File: src/rtl/for_seq_ctrl.sv
// -----------------------------------------------------------------------------
// for_seq_ctrl
//
// Sequencer for the accumulate-then-multiply-subtract datapath.
// One (A, B) operand pair is accepted per transaction. The persistent
// accumulator TEMP is then stepped by +1 once per cycle, COUNT times, and
// XOUT = (TEMP * A) - B (modulo 2^NBITS) is computed and held until the
// consumer takes it. Only one transaction is in flight at a time.
//
// Optional feature macro: FOR_SEQ_OVF_EN
//   When defined, the OVF output exists. It is registered together with XOUT
//   and flags either a product that does not fit in NBITS or a truncated
//   product smaller than B (i.e. the subtraction borrowed).
//
// Parameters
//   NBITS  width of A, B, TEMP and XOUT
//   COUNT  accumulator increments per transaction (1..255)
//   INIT   value loaded into TEMP on reset
//
// Ports
//   CLK        in   rising-edge clock
//   RST        in   asynchronous reset, active high
//   IN_VALID   in   operand pair valid
//   IN_READY   out  block can accept operands (combinational, IDLE only)
//   A          in   multiplicand, unsigned
//   B          in   subtrahend, unsigned
//   OUT_VALID  out  XOUT valid
//   OUT_READY  in   consumer accepts XOUT
//   XOUT       out  result, unsigned
//   TEMP       out  current accumulator value, registered
//   BUSY       out  high in any state other than IDLE
//   OVF        out  overflow flag (only with FOR_SEQ_OVF_EN)
// -----------------------------------------------------------------------------
module for_seq_ctrl #(
    parameter int NBITS = 8,
    parameter int COUNT = 4,
    parameter int INIT  = 1
) (
    input  logic             CLK,
    input  logic             RST,
    input  logic             IN_VALID,
    output logic             IN_READY,
    input  logic [NBITS-1:0] A,
    input  logic [NBITS-1:0] B,
    output logic             OUT_VALID,
    input  logic             OUT_READY,
    output logic [NBITS-1:0] XOUT,
    output logic [NBITS-1:0] TEMP,
    output logic             BUSY
`ifdef FOR_SEQ_OVF_EN
    ,
    output logic             OVF
`endif
);

    typedef enum logic [1:0] {
        IDLE = 2'd0,
        STEP = 2'd1,
        CALC = 2'd2,
        DONE = 2'd3
    } state_t;

    // The step counter runs 0..COUNT-1; the increment taken while it equals
    // LAST_STEP is the COUNT-th one, after which the datapath moves to CALC.
    localparam logic [7:0]       LAST_STEP = 8'(COUNT - 1);
    localparam logic [NBITS-1:0] TEMP_INIT = NBITS'(INIT);
    localparam logic [NBITS-1:0] TEMP_ONE  = NBITS'(1);

    state_t           state_reg,     state_next;
    logic [NBITS-1:0] temp_reg,      temp_next;
    logic [7:0]       cnt_reg,       cnt_next;
    logic [NBITS-1:0] a_reg,         a_next;
    logic [NBITS-1:0] b_reg,         b_next;
    logic [NBITS-1:0] xout_reg,      xout_next;
    logic             out_valid_reg, out_valid_next;

    // Truncated product: only the low NBITS feed the subtraction.
    logic [NBITS-1:0] prod_low;
    assign prod_low = temp_reg * a_reg;

`ifdef FOR_SEQ_OVF_EN
    logic             ovf_reg, ovf_next;
    logic [2*NBITS-1:0] prod_full;
    logic             ovf_calc;

    assign prod_full = {{NBITS{1'b0}}, temp_reg} * {{NBITS{1'b0}}, a_reg};
    // Overflow: product spills past NBITS, or the subtraction borrows.
    assign ovf_calc  = (prod_full[2*NBITS-1:NBITS] != '0) || (prod_low < b_reg);
`endif

    // ---------------------------------------------------------------------
    // State and datapath registers
    // ---------------------------------------------------------------------
    always_ff @(posedge CLK or posedge RST) begin
        if (RST) begin
            state_reg     <= IDLE;
            temp_reg      <= TEMP_INIT;
            cnt_reg       <= '0;
            a_reg         <= '0;
            b_reg         <= '0;
            xout_reg      <= '0;
            out_valid_reg <= 1'b0;
`ifdef FOR_SEQ_OVF_EN
            ovf_reg       <= 1'b0;
`endif
        end else begin
            state_reg     <= state_next;
            temp_reg      <= temp_next;
            cnt_reg       <= cnt_next;
            a_reg         <= a_next;
            b_reg         <= b_next;
            xout_reg      <= xout_next;
            out_valid_reg <= out_valid_next;
`ifdef FOR_SEQ_OVF_EN
            ovf_reg       <= ovf_next;
`endif
        end
    end

    // ---------------------------------------------------------------------
    // Next-state and datapath logic
    // ---------------------------------------------------------------------
    always_comb begin
        state_next     = state_reg;
        temp_next      = temp_reg;
        cnt_next       = cnt_reg;
        a_next         = a_reg;
        b_next         = b_reg;
        xout_next      = xout_reg;
        out_valid_next = out_valid_reg;
`ifdef FOR_SEQ_OVF_EN
        ovf_next       = ovf_reg;
`endif

        case (state_reg)
            IDLE: begin
                if (IN_VALID) begin
                    a_next     = A;
                    b_next     = B;
                    cnt_next   = '0;
                    state_next = STEP;
                end
            end

            STEP: begin
                // TEMP wraps silently at 2^NBITS and is never cleared here.
                temp_next = temp_reg + TEMP_ONE;
                cnt_next  = cnt_reg + 8'd1;
                if (cnt_reg == LAST_STEP) begin
                    state_next = CALC;
                end
            end

            CALC: begin
                xout_next      = prod_low - b_reg;
                out_valid_next = 1'b1;
`ifdef FOR_SEQ_OVF_EN
                ovf_next       = ovf_calc;
`endif
                state_next     = DONE;
            end

            DONE: begin
                // Result is held until taken; no bypass into a new accept.
                if (OUT_READY) begin
                    out_valid_next = 1'b0;
                    state_next     = IDLE;
                end
            end

            default: begin
                state_next = IDLE;
            end
        endcase
    end

    // ---------------------------------------------------------------------
    // Outputs
    // ---------------------------------------------------------------------
    assign IN_READY  = (state_reg == IDLE);
    assign BUSY      = (state_reg != IDLE);
    assign OUT_VALID = out_valid_reg;
    assign XOUT      = xout_reg;
    assign TEMP      = temp_reg;
`ifdef FOR_SEQ_OVF_EN
    assign OVF       = ovf_reg;
`endif

endmodule

File: config.mk
export PLATFORM = sky130hd
export DESIGN_NAME = for_seq_ctrl
export DESIGN_NICKNAME = d
export VERILOG_FILES = /design/src/rtl/for_seq_ctrl.sv
export SDC_FILE = /design/constraint.sdc
export NUM_CORES = 1
export LEC_CHECK = 0
export CORE_ASPECT_RATIO = 1.4
export CORE_MARGIN = 4
export CORE_UTILIZATION = 45
export DETAILED_ROUTE_END_ITERATION = 8
export PLACE_DENSITY = 0.67
export SETUP_SLACK_MARGIN = 0.02
export SYNTH_ARGS = -nofsm -noshare
export SYNTH_HDL_FRONTEND = slang
export SYNTH_SLANG_ARGS = --single-unit
export TNS_END_PERCENT = 50
File: constraint.sdc
create_clock -name CLK -period 11.29 [get_ports CLK]
set_input_delay 2.258 -clock CLK [delete_from_list [all_inputs] [get_ports CLK]]
set_output_delay 2.258 -clock CLK [all_outputs]
set_load 0.1 [all_outputs]
==> flow_summary.yaml <==
status:
  status: "finished clean"
setup_path:
  cp-start-kind: "flip-flop"
  worst_ep_arrival_time_ns: 2.31
  cp_max_fo: 7
  end_kind: "output port"
  cp.required_ns: 9.03
  path_class: "flip-flop to output port"
sta:
  hold_viol_final: 0
  tns_ns: 0
  max_freq_ghz: 0.2189
  fin_skew_ns: 0.008295
  worst_pin_slew_ns: 0.9861
  rsz0062_at_grt: "no"
  maxSlewHeadroom_pct: 34.05
  setup_viol: 0
  fin_crit_sh_pct: 40.46
  drv_slew: 0
  finalCriticalPeriod_ns: 4.568
global_routing:
  grt_start_max_net_pins: 44
  grt_remaining_overflow: 0
  track_usage_pct: 15.52
  antenna_found_initial: 0
  grt_pass1_vias: 2130
  grt_pass1_wl_mm: 10.08
clock_tree:
  post-cts-setup-buffers: 0
  clk_latency_ns: 0.30
  cts_buffer_depth: 2
  clk_transition_reported_paths_ns: 0.09
  root_buffer: "clkbuf_8"
  htree_levels: 2
  cts_buffers: 5
  cts_num_sinks: 43
  cts_resized: 0
  cts_tree: "built"
  ctsHoldBuffers: 0
placed_design:
  port_buffers: 38
  place_congestion: 0.8271
  dp_hpwl_mm: 4.261
finish:
  area_growth_pct: 17.35
  nets: 377
  layout_commonest_cell: "dfrtp_1"
  fin_util_pct: 54.09
  diodes: 0
  most-common-layout-cells: "42 x dfrtp_1, 38 x clkdlybuf4s50_1, 34 x inv_1"
  drive_above_1_share_pct: 13.42
hold_path:
  hp-class: "flip-flop to flip-flop"
floorplan:
  io_pins: 39
  num_rows: 35
  core-area_um2: 6525
  die_area_um2: 8075
  die_h_um: 104.7
  start_util_pct: 46.10
  die_w_um: 77.10
drt:
  dr.pass1.iters: 4
  wl_per_cell_um: 14.39
  drc: 0
  antenna_left: 0
  via_per_inst: 5.178
  routed_wl_mm: 5.570
  num_vias: 2004
  initialDrtViolationCount: 56
synthesis:
  async_flop_share_pct: 100.0
  synth_top_area_share_pct: 34.94
  synth_area_leaders: "dfrtp_1 35%, fa_1 12%, ha_1 11%"
  synth_cell_type_count: 37
  yosys_warnings: 0
  synth_area_leader_cell: "dfrtp_1"
  yosysSeqAreaShare_pct: 35.82
  dominantRegCellSynth: "dfrtp_1"
  syn_inst: 275
  synth_edf_count: 0
  synth.cell_area_um2: 3008
  avgSynthCellArea_um2: 10.94
  synth_nets: 340
  ys_seq_elements: 43
job:
  drv_cap: 0
worst max-delay path, cell delays in order, from the launching register on:
cell             delay (ns)
dfrtp_1                0.41
inv_1                  0.11
ha_1                   0.31
clkdlybuf4s50_1        1.19
cell families after synthesis:
kind of cell             after synthesis  synth area share (%)
flip-flops                            43                 35.82
XOR/XNOR                              28                 9.359
AO/OA/AOI/OAI                         23                 4.534
multiplexers                          25                 9.484
AND/OR/NAND/NOR                       67                 10.86
buffers and inverters                 44                 6.739
adder cells (fa/ha/maj)               45                 23.21
path summary, 6_finish.rpt:
path                              start        to  slack (ns)  cells past startpoint
setup / recovery           state_reg[0]  IN_READY        6.72                      3
hold / removal                  TEMP[7]   TEMP[7]        0.51                      1
setup reg to reg                TEMP[0]   XOUT[7]        7.09                     12
hold reg to reg                 TEMP[7]   TEMP[7]        0.51                      1
max in group asynchronous           RST  a_reg[4]        8.51                      3
min in group asynchronous           RST   XOUT[4]        2.39                      3
final cells by class:
class                           instances  area [um2]
Clock buffer                            5       68.82
Clock inverter                          3       43.79
Fill cell                             574        2995
Inverter                               35       131.4
Multi-Input combinational cell        188        1728
Sequential cell                        43        1077
Tap cell                               74       92.59
Timing Repair Buffer                   39       387.9
synthesized netlist by cell type, types with 7 or more instances:
library cell and instances:
xor2_1 7, xnor2_1 17, nand2_1 30, and2_1 10, o21ai_0 7, a21oi_1 9, inv_1 35, ha_1 27
fa_1 18, mux2_2 24, dfrtp_1 42, nor2_1 8
metrics by stage:
stage | hold slack, ns | instance area, um2 | cells | worst slack (ns)
final | 0.5092 | 3530 | 387 | 6.722
after floorplan | 0.4793 | 3008 | 275 | 6.685
after global placement | 0.4911 | 3417 | 379 | 7.084
after global routing | 0.5341 | 3530 | 387 | 6.633
after detailed placement | 0.4978 | 3417 | 379 | 7.054
after CTS | 0.5200 | 3530 | 387 | 6.717
routing by layer:
layer  wire [um]  up-vias  share of wire [%]  global-route usage, %
met1        2400      997                 43                  19.64
met4          65        0                1.2                  3.817
li1            -      967                  -                      -
met2        2918       34                 52                  27.49
met5           0        -                  0                      0
met3         186        6                3.3                  2.586
Power is not shown: default switching activity piles up to over one toggle a cycle in this logic, so the estimate is an artifact.
